**config.mk**
```make
export PLATFORM = sky130hd
export DESIGN_NAME = alu_frame_ctrl_flat
export DESIGN_NICKNAME = d
export VERILOG_FILES = /design/src/rtl/alu_frame_ctrl_if.sv /design/src/rtl/alu_frame_ctrl.sv /design/src/flat_wrapper.sv
export SDC_FILE = /design/constraint.sdc
export NUM_CORES = 1
export LEC_CHECK = 0
export CAP_MARGIN = 30
export CORE_MARGIN = 2
export CORE_UTILIZATION = 30
export DETAILED_ROUTE_END_ITERATION = 8
export HOLD_SLACK_MARGIN = 0.06
export PLACE_DENSITY = 0.64
export SKIP_LAST_GASP = 1
export SYNTH_ARGS = -nofsm -noshare
export SYNTH_HDL_FRONTEND = slang
export SYNTH_SLANG_ARGS = --single-unit
export TNS_END_PERCENT = 5
```
**constraint.sdc**
```tcl
create_clock -name clk -period 2.2 [get_ports clk]
set_input_delay 0.33 -clock clk [delete_from_list [all_inputs] [get_ports clk]]
set_output_delay 0.33 -clock clk [all_outputs]
set_load 0.005 [all_outputs]
```
**src/rtl/alu_frame_ctrl_if.sv**
```systemverilog
// alu_frame_ctrl_if: RX/TX FIFO and ALU signal bundle for the frame controller
interface alu_frame_ctrl_if #(
    parameter int BYTE_W     = 8,
    parameter int OPND_BYTES = 2,
    parameter int OP_W       = 6
);
    logic [BYTE_W-1:0]            rx_data;
    logic                         rx_empty;
    logic                         rd;
    logic                         tx_full;
    logic                         wr;
    logic [BYTE_W-1:0]            tx_data;
    logic [BYTE_W*OPND_BYTES-1:0] op_a;
    logic [BYTE_W*OPND_BYTES-1:0] op_b;
    logic [OP_W-1:0]              op_code;
    logic [BYTE_W*OPND_BYTES-1:0] alu_result;
    logic                         alu_zero;
    logic                         alu_carry;
    logic                         alu_ovf;

    modport master (
        input  rx_data, rx_empty, tx_full, alu_result, alu_zero, alu_carry, alu_ovf,
        output rd, wr, tx_data, op_a, op_b, op_code
    );

    modport slave (
        output rx_data, rx_empty, tx_full, alu_result, alu_zero, alu_carry, alu_ovf,
        input  rd, wr, tx_data, op_a, op_b, op_code
    );
endinterface

```
**src/rtl/alu_frame_ctrl.sv**
```systemverilog
// alu_frame_ctrl: frames UART bytes into ALU operands/opcode and returns result plus status
module alu_frame_ctrl #(
    parameter int BYTE_W      = 8,
    parameter int OPND_BYTES  = 2,
    parameter int OP_W        = 6,
    parameter int TIMEOUT_CYC = 50000,
    parameter int STATUS_EN   = 1
) (
    input  logic             clk,
    input  logic             reset,
    alu_frame_ctrl_if.master bus,
    output logic             busy,
    output logic             frame_done,
    output logic             err_timeout
);
    localparam int RW = BYTE_W * OPND_BYTES;
    localparam int CW = OPND_BYTES > 1 ? $clog2(OPND_BYTES) : 1;
    localparam int TW = TIMEOUT_CYC > 1 ? $clog2(TIMEOUT_CYC + 1) : 1;

    typedef enum logic [2:0] {RX_A, RX_B, RX_OP, EXEC, TX_RES, TX_STAT} state_t;

    state_t        state;
    logic [CW-1:0] cnt;
    logic [TW-1:0] timer;
    logic [RW-1:0] result;
    logic [2:0]    flags;
    logic          rx_st;
    logic          last;
    logic          tmo;

    // Strobes, TX byte mux and abort decision; rd is gated by reset so no pop leaks while held
    always_comb begin
        rx_st       = state == RX_A || state == RX_B || state == RX_OP;
        last        = cnt == CW'(OPND_BYTES - 1);
        busy        = !(state == RX_A && cnt == '0);
        bus.rd      = reset && rx_st && !bus.rx_empty;
        bus.wr      = (state == TX_RES || state == TX_STAT) && !bus.tx_full;
        bus.tx_data = state == TX_RES  ? result[int'(cnt)*BYTE_W +: BYTE_W] :
                      state == TX_STAT ? BYTE_W'({err_timeout, flags}) : '0;
        frame_done  = bus.wr && (state == TX_STAT || (state == TX_RES && last && STATUS_EN == 0));
        tmo         = TIMEOUT_CYC != 0 && rx_st && busy && !bus.rd && timer == TW'(TIMEOUT_CYC - 1);
    end

    // Frame FSM: collect operands and opcode, execute once, stream result and status out
    always_ff @(posedge clk or negedge reset) begin
        if (!reset) begin
            state       <= RX_A;
            cnt         <= '0;
            timer       <= '0;
            result      <= '0;
            flags       <= '0;
            err_timeout <= 1'b0;
            bus.op_a    <= '0;
            bus.op_b    <= '0;
            bus.op_code <= '0;
        end else if (tmo) begin
            state       <= RX_A;
            cnt         <= '0;
            timer       <= '0;
            err_timeout <= 1'b1;
        end else begin
            timer <= bus.rd || !busy || !rx_st ? '0 : timer + 1'b1;
            case (state)
                RX_A: if (bus.rd) begin
                    bus.op_a[int'(cnt)*BYTE_W +: BYTE_W] <= bus.rx_data;
                    cnt <= last ? '0 : cnt + 1'b1;
                    if (last) state <= RX_B;
                end
                RX_B: if (bus.rd) begin
                    bus.op_b[int'(cnt)*BYTE_W +: BYTE_W] <= bus.rx_data;
                    cnt <= last ? '0 : cnt + 1'b1;
                    if (last) state <= RX_OP;
                end
                RX_OP: if (bus.rd) begin
                    bus.op_code <= bus.rx_data[OP_W-1:0];
                    state       <= EXEC;
                end
                EXEC: begin
                    result <= bus.alu_result;
                    flags  <= {bus.alu_ovf, bus.alu_carry, bus.alu_zero};
                    cnt    <= '0;
                    state  <= TX_RES;
                end
                TX_RES: if (bus.wr) begin
                    cnt <= last ? '0 : cnt + 1'b1;
                    if (last) state <= STATUS_EN != 0 ? TX_STAT : RX_A;
                end
                TX_STAT: if (bus.wr) begin
                    err_timeout <= 1'b0;
                    state       <= RX_A;
                end
                default: state <= RX_A;
            endcase
        end
    end
endmodule

```
**src/flat_wrapper.sv**
```systemverilog
// flat-port wrapper written by rule: the top's interface ports become plain ports
module alu_frame_ctrl_flat 
#(
    parameter int BYTE_W      = 8,
    parameter int OPND_BYTES  = 2,
    parameter int OP_W        = 6,
    parameter int TIMEOUT_CYC = 50000,
    parameter int STATUS_EN   = 1
)
  (clk, reset, busy, frame_done, err_timeout, bus_rx_data, bus_rx_empty, bus_tx_full, bus_alu_result, bus_alu_zero, bus_alu_carry, bus_alu_ovf, bus_rd, bus_wr, bus_tx_data, bus_op_a, bus_op_b, bus_op_code);
  alu_frame_ctrl_if #(.BYTE_W(BYTE_W), .OPND_BYTES(OPND_BYTES), .OP_W(OP_W)) bus_i ();
  input  logic clk;
  input  logic reset;
  output logic busy;
  output logic frame_done;
  output logic err_timeout;
  input wire logic [$bits(bus_i.rx_data)-1:0] bus_rx_data;
  input wire logic [$bits(bus_i.rx_empty)-1:0] bus_rx_empty;
  input wire logic [$bits(bus_i.tx_full)-1:0] bus_tx_full;
  input wire logic [$bits(bus_i.alu_result)-1:0] bus_alu_result;
  input wire logic [$bits(bus_i.alu_zero)-1:0] bus_alu_zero;
  input wire logic [$bits(bus_i.alu_carry)-1:0] bus_alu_carry;
  input wire logic [$bits(bus_i.alu_ovf)-1:0] bus_alu_ovf;
  output wire logic [$bits(bus_i.rd)-1:0] bus_rd;
  output wire logic [$bits(bus_i.wr)-1:0] bus_wr;
  output wire logic [$bits(bus_i.tx_data)-1:0] bus_tx_data;
  output wire logic [$bits(bus_i.op_a)-1:0] bus_op_a;
  output wire logic [$bits(bus_i.op_b)-1:0] bus_op_b;
  output wire logic [$bits(bus_i.op_code)-1:0] bus_op_code;
  assign bus_i.rx_data = bus_rx_data;
  assign bus_i.rx_empty = bus_rx_empty;
  assign bus_i.tx_full = bus_tx_full;
  assign bus_i.alu_result = bus_alu_result;
  assign bus_i.alu_zero = bus_alu_zero;
  assign bus_i.alu_carry = bus_alu_carry;
  assign bus_i.alu_ovf = bus_alu_ovf;
  assign bus_rd = bus_i.rd;
  assign bus_wr = bus_i.wr;
  assign bus_tx_data = bus_i.tx_data;
  assign bus_op_a = bus_i.op_a;
  assign bus_op_b = bus_i.op_b;
  assign bus_op_code = bus_i.op_code;
  alu_frame_ctrl #(.BYTE_W(BYTE_W), .OPND_BYTES(OPND_BYTES), .OP_W(OP_W), .TIMEOUT_CYC(TIMEOUT_CYC), .STATUS_EN(STATUS_EN)) u_core (.clk(clk), .reset(reset), .bus(bus_i), .busy(busy), .frame_done(frame_done), .err_timeout(err_timeout));
endmodule
```
==> results of run 1 <==
[layer usage]
layer	part of all wire	GRT usage	wire length (um)
met5	0	0	0
met4	0.023	0.05500	184
met3	0.035	0.03622	277
met2	0.48	0.2098	3800
met1	0.46	0.1812	3695
[critical path, delay by kind of cell (launching register included)]
kind            cells  cell delay, ns
flops               1            0.53
compound gates      1            0.11
mux                 1            0.30
simple gates        2            0.11
buf+inv             1            0.43
[through the flow]
step | instances | utilization | hold WS, ns | setup TNS (ns) | power (mW)
after floorplan | 275 | - | 0.03441 | 0 | 3.411
after global placement | 501 | 0.4072 | 0.4675 | 0 | 4.572
after detailed placement | 501 | 0.4072 | 0.4737 | 0 | 4.625
after CTS | 517 | 0.4350 | 0.3109 | 0 | 6.157
after global routing | 519 | 0.4389 | 0.5198 | -0.04755 | 6.475
final | 519 | 0.4389 | 0.4917 | 0 | 6.096
[cells by family (layout without fill, tap and decap cells)]
| logic type | after synthesis | count (layout) | synth area share |
|---|---|---|---|
| xor gates and xnor gates | 14 | 14 | 0.03602 |
| AOI/OAI and AO/OA | 14 | 14 | 0.02572 |
| adders and majority gates | 1 | 1 | 0.003675 |
| and+or+nand+nor | 88 | 88 | 0.1297 |
| buffers and inverters | 15 | 119 | 0.01948 |
| DFF | 78 | 78 | 0.5733 |
| muxes | 65 | 65 | 0.2121 |
[cell type report]
type | count | area (sq um)
Inverter | 5 | 18.77
Multi-Input combinational cell | 182 | 1391
Tap cell | 140 | 175.2
Clock buffer | 9 | 225.2
Clock inverter | 7 | 78.83
Sequential cell | 78 | 1952
Timing Repair Buffer | 98 | 958.4
Fill cell | 1052 | 6136
[timing repair]
action | in CTS | in global routing
hold buffers | 0 | 1
endpoints found under the setup margin | 0 | 7
resized for setup | 0 | 2
hold endpoints to repair | 0 | 4
[synth_stat cells (2+ instances only)]
cell,n
nand2_1,12
nor4_1,8
nor2b_1,2
nor3_1,7
nand3b_1,2
buf_2,2
nor2_1,35
or4bb_1,2
mux2i_1,8
clkbuf_1,7
mux2_2,57
xnor2_1,12
nand2b_1,2
a21oi_1,7
a21o_1,2
nand4_1,3
xor2_1,2
inv_1,5
nand3_1,8
dfrtp_1,78
[worst min-delay path by stage]
stage	from	end	slack [ns]	cells after the start
after floorplan	reset	u_core.bus.op_a[0]	0.03	0
after detailed placement	u_core.timer[0]	u_core.timer[0]	0.47	1
after CTS	reset	u_core.bus.op_a[5]	0.31	2
after global placement	u_core.timer[0]	u_core.timer[0]	0.47	1
final	u_core.timer[0]	u_core.timer[0]	0.49	1
after global routing	u_core.timer[0]	u_core.timer[0]	0.52	1
[where the power goes]
part	internal (mW)	total (mW)	switching, mW	leakage [nW]
Clock	0.892	1.50	0.608	0.151
Combinational	1.41	2.23	0.817	0.906
Sequential	2.01	2.37	0.351	0.973
Total	4.32	6.10	1.78	2.03
[state kept, by name, summed over array words and instances, names as in the netlist]
name                count
u_core.timer           16
u_core.bus.op_b        16
u_core.result          16
u_core.err_timeout      1
u_core.flags            3
u_core.cnt              1
u_core.bus.op_a        16
u_core.state            3
u_core.bus.op_code      6
==> summary.md, run 1 <==
| Metric | Value |
|---|---|
| Reg2reg setup slack | 0.33 ns |
| DRC Markers | 0 |
| Final setup fails | 0 |
| Detailed Routing Iterations Pass 1 | 4 |
| Status | finished, final reports clean |
| Slowest cell delay on critical path | 0.53 ns |
| Most common cell after layout, fill and taps aside | clkdlybuf4s50_1 |
| Worst Skew | 0.005759 ns |
| CP max stage cell | dfrtp_1 |
| Fin crit period | approximately 2.2 ns |
| Num CTS Buffers | 9 |
| Post-placement setup slack | 0.1791 ns |
| Most frequent cells in the layout | clkdlybuf4s50_1, dfrtp_1, mux2_2 |
| Top post-synthesis cells by area | dfrtp_1, mux2_2, nor2_1 |
| Post-synthesis average cell area | between 10 and 15 sq um |
| Die X | 110.5 um |
| Max-slew headroom | 0.6942 |
| Clock Tree Buf Depth | 2 |
| Crit path from | u_core.cnt |
| Final worst path period share | 0.9782 |
| Post-Syn Area | 0.003405 sq mm |
| CTS root buf | clkbuf_16 |
| Leakage | 2.030 nW |
| ANT cells | 0 |
| Placed Area | 0.004453 sq mm |
| Full die area | 0.01222 sq mm |
| Cell variety after synth | 34 |
| First-pass GRT wire length | 13270 um |
| Synth area leader | dfrtp_1 |
| IO buf count | 81 |
| Crit path kind | flop to output port |
| Worst-path clk slew | 0.06 ns |
| Post-synth EDFFs | 0 |
| Post-route cell area | 0.004800 sq mm |
| Area share of the largest cell type after synthesis | 0.5733 |
| Initial antenna violation count | 0 |
| WL per Instance | 15.33 um |
| Total grt overflow | 0 |
| Worst path cell trace | mux2i_1, nor2_1, a21oi_1, nor2_1, clkdlybuf4s50_1 |
| Async set or reset register ratio after synthesis | 1.000 |
| # rows | 38 |
| Initial DRC count | between 100 and 150 |
| Clock sink count | 78 |
| Post-CTS setup buffers | 0 |
| Fmax | 0.4647 GHz |
| Worst setup endpoint | bus_tx_data[0] |
| Sequential fraction of the synthesis area | 0.5733 |
| MaxCap Viol Count | 0 |
| Worst slew pin tran | 0.4574 ns |
| Hold Violations, Final | 0 |
| Worst-Skew Late Latency | 0.33 ns |
| Total GRT Usage | 0.1357 |
| Worst-path fanout max | 6 |
| Post-synth top flop | dfrtp_1 |
| Worst hold path type | flop to flop |
| Worst vdd ir | 0.5251 mV |
| Vias/cell | 4.723 |
| Vias in the first global route | 2562 |
| Routability congestion estimate | 0.7758 |
| Die Ht | approximately 110 um |
| Worst reg2reg startpoint | u_core.timer[12] |
| Worst path most repeated cell | nor2_1 |
| HPWL after DPL | 5653 um |
| RSZ-0062 raised after global routing | true |
| PwrDens | 1270 mW/mm^2 |
| Initial Util | 0.3113 |
| Antenna Nets Post-Route | 0 |
| Terminus of the critical flop-to-flop path | u_core.timer[9] |
| Htree depth | 3 |
| Synth Register Bits | slightly below 80 |
| Arrival @ worst endpoint | 1.82 ns |
| Net count after synthesis | around 310 |
| CTS tree | yes |
| Critical Path Start Type | flop |
| Fin nets | 406 |
| Final Max Tran Viols | 0 |
| Worst r2r path cells | 4 |
| Worst Path Required | roughly 1.9 ns |
| Core Footprint | 0.01094 sq mm |
| Share of cells above drive strength 1 | 0.2507 |
| Yosys warns | 0 |
| Via count | 2451 |
| Crit end category | output port |
| WL final | 7957 um |
| Syn Inst Count | 275 |
| Largest net degree at the start of global routing | between 70 and 80 |
| I/O pins | 82 |
| Synthesis-to-finish area growth | 40.98% |
| Final setup margin | 0.04803 ns |
(Power assumes the default switching activity.)
==> run 2: changes to the inputs <==
CAP_MARGIN = 20   (was 30)
MAX_ROUTING_LAYER = met4   (was unset)
SLEW_MARGIN = 20   (was unset)
==> run 2 against run 1 <==
  * Critical path depth is the same
  * Combinational power is essentially flat
  * Cell count shrank 0.39%
  * Critical path type unchanged
==> summary.md, run 2 (same netlist as run 1, synthesis figures left out) <==
| Metric | Value |
|---|---|
| Status | finished, final reports clean |
| Initial antenna violation count | 0 (unchanged) |
| Worst slew pin tran | 0.9658 ns (+0.5084 ns) |
| Worst hold slack | 0.2760 ns (-0.2157 ns) |
| WL final | 7952 um (about the same) |
| Worst path cell trace | mux2i_1, nor2_1, a21oi_1, nor2_1, clkdlybuf4s50_1 |
| Final worst path period share | 0.9779 (about the same) |
| Worst reg2reg startpoint | u_core.timer[7] |
| I/O pins | 82 (unchanged) |
| Max-slew headroom | 0.3561 (-0.3381) |
| HPWL after DPL | 5653 um (unchanged) |
| Share of cells above drive strength 1 | 0.2493 (-0.001323) |
| CP max stage cell | dfrtp_1 |
| First-pass GRT wire length | 13270 um (unchanged) |
| Htree depth | 3 (unchanged) |
| Hold Violations, Final | 0 (unchanged) |
| Initial Util | 0.3113 (unchanged) |
| Crit end category | output port |
| Worst hold path type | input port to asynchronous set/reset pin |
| Crit path depth | 5 (unchanged) |
| MaxCap Viol Count | 0 (unchanged) |
| Final Max Tran Viols | 0 (unchanged) |
| Crit path kind | flop to output port |
| Largest delay share family, worst path | flip-flops |
| IO buf count | 81 (unchanged) |
| WL per Instance | 15.38 um (+0.32%) |
| Vias in the first global route | 2569 (+0.27%) |
| Worst vdd ir | 0.5281 mV (+0.57%) |
| Fmax | 0.4648 GHz (about the same) |
| DRC Markers | 0 (unchanged) |
| Crit path from | u_core.cnt |
| Most frequent cells in the layout | clkdlybuf4s50_1, dfrtp_1, mux2_2 |
| Num CTS Buffers | 9 (unchanged) |
| Worst Path Required | 1.87 ns (about the same) |
| Worst r2r path cells | 4 (unchanged) |
| Post-route cell area | 0.004762 sq mm (-0.78%) |
| Die X | 110.5 um (unchanged) |
| RSZ-0062 raised after global routing | true |
| Core Footprint | 0.01094 sq mm (unchanged) |
| Via count | 2436 (-0.61%) |
| Worst-path fanout max | 6 (unchanged) |
| Final setup fails | 0 (unchanged) |
| CTS tree | yes |
| Placed Area | 0.004453 sq mm (unchanged) |
| Antenna Nets Post-Route | 0 (unchanged) |
| Full die area | 0.01222 sq mm (unchanged) |
| Most common cell after layout, fill and taps aside | clkdlybuf4s50_1 |
| Worst Path Buf+Inv | 1 (unchanged) |
| Largest net degree at the start of global routing | 79 (unchanged) |
| Total grt overflow | 0 (unchanged) |
| Synthesis-to-finish area growth | 39.88% |
| Leakage | 2.013 nW (-0.83%) |
| Post-route setup TNS | 0 ns (unchanged) |
| Worst path most repeated cell | nor2_1 |
| Slowest cell delay on critical path | 0.53 ns (about the same) |
| Fin nets | 404 (-0.49%) |
| Arrival @ worst endpoint | 1.82 ns (about the same) |
| Total GRT Usage | 0.1398 (+0.004036) |
| Terminus of the critical flop-to-flop path | u_core.timer[9] |
| Fin crit period | 2.151 ns (-0.0005878 ns) |
| Clock sink count | 78 (unchanged) |
| # rows | 38 (unchanged) |
| Hold Buf Count CTS | 0 (unchanged) |
| Die Ht | 110.5 um (unchanged) |
| Fillcell total | 1052 (unchanged) |
| CTS root buf | clkbuf_16 |
| Reg2reg setup slack | 0.33 ns (about the same) |
| ANT cells | 0 (unchanged) |
| Detailed Routing Iterations Pass 1 | 4 (unchanged) |
| Critical Path Start Type | flop |
| Worst setup endpoint | bus_tx_data[0] |
| Initial DRC count | 112 (+0.90%) |
| Vias/cell | 4.712 (-0.23%) |
| Worst-path clk slew | 0.06 ns (about the same) |
| Clock Tree Buf Depth | 2 (unchanged) |
| Post-placement setup slack | 0.1791 ns (unchanged) |
| Post-layout util | 0.4355 (-0.003433) |
| PwrDens | 1279 mW/mm^2 (+0.73%) |
| Final setup margin | 0.04862 ns (+0.0005878 ns) |
| Worst-Skew Late Latency | 0.33 ns (about the same) |
| Worst Skew | 0.005784 ns (+0.00002487 ns) |
| Routability congestion estimate | 0.7864 (+1.4%) |
## run 2: cell types whose count changed in the layout (fill, tap and decap cells not counted), sizes merged
| cell | delta |
|---|---|
| dlygate4sd3 | -1 |
| buf | -1 |
## run 2: worst min path at each step
stage / start / endpoint
after global placement: u_core.timer[0] / u_core.timer[0]
after CTS: reset / u_core.bus.op_a[5]
after floorplan: reset / u_core.bus.op_a[0]
after detailed placement: u_core.timer[0] / u_core.timer[0]
final: reset / u_core.timer[1]
after global routing: reset / u_core.timer[0]
## run 2: per-layer routing
layer  part of all wire  up-vias  track usage
met5                  0        -            -
met4              0.023        0      0.05500
met3              0.032       12      0.03183
met2               0.47       63       0.2090
met1               0.47     1192       0.1851
li1                   -     1169            -
## run 2: cell type report
| cell class | instances | area, sq um | area share |
|---|---|---|---|
| clock buffers | 9 | 225.2 | 0.04729 |
| clock inverters | 7 | 78.83 | 0.01655 |
| inverters | 5 | 18.77 | 0.003941 |
| multi-input cells | 182 | 1391 | 0.2922 |
| flip-flops and latches | 78 | 1952 | 0.4099 |
| well taps | 140 | 175.2 | 0.03678 |
| repair buffers | 96 | 920.9 | 0.1934 |
## run 2: repair_timing
action                     in CTS  in global routing
setup buffers                   0                  0
hold endpoints to repair        0                  0
setup endpoints to repair       0                  7
resized for setup               0                  2
## run 2: report_power, final
part           internal, mW  switching [mW]  leakage (nW)  total, mW
sequential             2.01           0.350         0.973       2.36
combinational          1.41           0.818         0.889       2.23
clock                 0.892           0.611         0.151       1.50
total                  4.31            1.78          2.01       6.09
## run 2: metrics by stage
stage,instances,total power [mW]
after floorplan,275,3.411
after global placement,501,4.572
after detailed placement,501,4.625
after CTS,517,6.157
after global routing,517,6.468
final,517,6.093
## run 2: worst register-to-register path, cell delays in order (launching register included)
cell and delay [ns]:
dfrtp_1 0.43, or4b_1 0.55, nor4_2 0.30, nand2b_2 0.36, nor2_1 0.10
==> run 3: changes to the inputs <==
CELL_PAD_IN_SITES_DETAIL_PLACEMENT = 1   (was unset)
CELL_PAD_IN_SITES_GLOBAL_PLACEMENT = 2   (was unset)
PLACE_DENSITY = unset   (was 0.64)
PLACE_DENSITY_LB_ADDON = 0.1   (was unset)
==> run 3 against run 2 <==
  * Non-clock buffer count increased by 4
  * Count of clock-buffer cells in the layout increased by 2
  * Sequential power about the same
  * Highest routed layer unchanged
==> summary.md, run 3 (same netlist as run 1, synthesis figures left out) <==
| Metric | Value |
|---|---|
| Worst hold slack | 0.5004 ns (+0.2243 ns) |
| DRC Markers | 0 (unchanged) |
| Detailed Routing Iterations Pass 1 | 4 (unchanged) |
| Clock sink count | 78 (unchanged) |
| Slowest cell delay on critical path | 0.53 ns (about the same) |
| Leakage | 2.038 nW (+1.2%) |
| Largest net degree at the start of global routing | 57 (-28%) |
| Final setup margin | 0.04842 ns (-0.0001945 ns) |
| Most common cell after layout, fill and taps aside | clkdlybuf4s50_1 |
| Met3 Resource Use GR | 0.06202 (+0.03019) |
| Final worst path period share | 0.9780 (about the same) |
| Fin crit period | 2.152 ns (+0.0001945 ns) |
| Total grt overflow | 0 (unchanged) |
| RSZ-0062 raised after global routing | true |
| Post-layout util | 0.4400 (+0.004577) |
| Initial antenna violation count | 0 (unchanged) |
| Arrival @ worst endpoint | 1.82 ns (about the same) |
| Max-slew headroom | 0.5206 (+0.1644) |
| Clock Tree Buf Depth | 2 (unchanged) |
| # rows | 38 (unchanged) |
| CP max stage cell | dlygate4sd3_1 |
| Vias/cell | 4.688 (-0.51%) |
| Worst slew pin tran | 0.7191 ns (-0.2467 ns) |
| Via count | 2433 (-0.12%) |
| Die X | 110.5 um (unchanged) |
| Worst hold path type | flop to flop |
| M1 GR Usage | 0.1884 (+0.003302) |
| Hold Violations, Final | 0 (unchanged) |
| WL final | 8539 um (+7.4%) |
| Worst-path fanout max | 5 (-1) |
| Worst Skew | 0.008742 ns (+0.002959 ns) |
| Most frequent cells in the layout | clkdlybuf4s50_1, dfrtp_1, mux2_2 |
| Crit end category | output port |
| Fin nets | 408 (+0.99%) |
| Worst Path Required | 1.87 ns (about the same) |
| Fmax | 0.4648 GHz (about the same) |
| Worst vdd ir | 0.5877 mV (+11%) |
| Htree depth | 3 (unchanged) |
| Worst path cell trace | dlygate4sd3_1, buf_4, nand2b_1, nor2_1, clkdlybuf4s50_1 |
| I/O pins | 82 (unchanged) |
| Most used routing layer | met2 |
| Full die area | 0.01222 sq mm (unchanged) |
| First-pass GRT wire length | 14050 um (+5.9%) |
| HPWL after DPL | 5745 um (+1.6%) |
| Synthesis-to-finish area growth | 41.35% |
| MaxCap Viol Count | 0 (unchanged) |
| Status | finished, final reports clean |
| Total GRT Usage | 0.1493 (+0.009515) |
| WL per Instance | 16.45 um (+7.0%) |
| Post-placement setup slack | 0.1789 ns (-0.0002130 ns) |
| Antenna Nets Post-Route | 0 (unchanged) |
| Post-route setup TNS | 0 ns (unchanged) |
| Die Ht | 110.5 um (unchanged) |
| Final setup fails | 0 (unchanged) |
| Critical Path Start Type | input port |
| Initial DRC count | 46 (-59%) |
| Worst-Skew Late Latency | 0.33 ns (about the same) |
| Worst-path clk slew | 0.06 ns (about the same) |
| Fillcell total | 1164 (+11%) |
| Share of cells above drive strength 1 | 0.2533 (+0.003961) |
| Grt met2 use | 0.2160 (+0.006953) |
| Initial Util | 0.3113 (unchanged) |
| Routability congestion estimate | 0.7759 (-1.3%) |
| PwrDens | 1296 mW/mm^2 (+1.3%) |
| Final Max Tran Viols | 0 (unchanged) |
| Num CTS Buffers | 9 (unchanged) |
| Crit path kind | input port to output port |
| CTS root buf | clkbuf_16 |
| ANT cells | 0 (unchanged) |
| IO buf count | 81 (unchanged) |
| Vias in the first global route | 2707 (+5.4%) |
| CTS tree | yes |
| Core Footprint | 0.01094 sq mm (unchanged) |
==> run 3: cell count changes in the layout (fill, tap and decap cells not counted), sizes merged <==
cell	previous run	this run
buf	16	19
inv	8	5
clkbuf	9	11
clkinv	3	1
bufinv	1	2
dlygate4sd3	0	1
==> run 3: area by class of cell <==
| class | count | area (sq um) | share of cell area |
|---|---|---|---|
| Timing Repair Buffer | 100 | 953.4 | 0.1981 |
| Clock inverter | 3 | 68.82 | 0.01430 |
| Clock buffer | 11 | 252.7 | 0.05252 |
| Inverter | 5 | 18.77 | 0.003900 |
| Sequential cell | 78 | 1954 | 0.4061 |
| Tap cell | 140 | 175.2 | 0.03640 |
| Multi-Input combinational cell | 182 | 1389 | 0.2886 |
==> run 3: final timing paths <==
check / start / to / slack [ns] / depth (start not counted)
setup / recovery: reset / bus_rd / 0.05 / 5
hold / removal: u_core.timer[0] / u_core.timer[0] / 0.50 / 1
setup reg to reg: u_core.timer[10] / u_core.timer[8] / 0.26 / 4
hold reg to reg: u_core.timer[0] / u_core.timer[0] / 0.50 / 1
max in group asynchronous: reset / u_core.state[1] / 0.59 / 4
min in group asynchronous: reset / u_core.timer[11] / 0.57 / 3
==> run 3: critical path: cells and delay by family <==
kind | cells | cell delay, ns
buffers and inverters | 3 | 1.18
AND/OR/NAND/NOR | 2 | 0.31
==> run 3: power by group <==
group / internal (mW) / leakage [nW] / switching, mW / total (mW)
sequential: 2.02 / 0.971 / 0.335 / 2.35
clock: 1.04 / 0.158 / 0.565 / 1.61
combinational: 1.43 / 0.910 / 0.843 / 2.27
==> run 3: timing repair <==
item / 4_1_cts / 5_1_grt
resized for setup: 2 / 1
setup buffers: 0 / 3
endpoints found under the setup margin: 8 / 7
pin swaps: 0 / 0
hold buffers: 1 / 0
hold endpoints to repair: 22 / 0
==> run 3: through the flow <==
stage	cells	total power, mW	instance area [sq um]
6_report	519	6.234	4812
5_1_grt	519	6.638	4812
4_1_cts	516	6.288	4788
3_5_place_dp	501	4.619	4453
3_3_place_gp	501	4.590	4453
2_1_floorplan	275	3.411	3405
==> run 3: metal layers <==
metal | part of all wire | vias up
li1 | - | 1155
met1 | 0.48 | 1212
met2 | 0.44 | 56
met3 | 0.074 | 10
met4 | 0.013 | 0
met5 | 0 | -
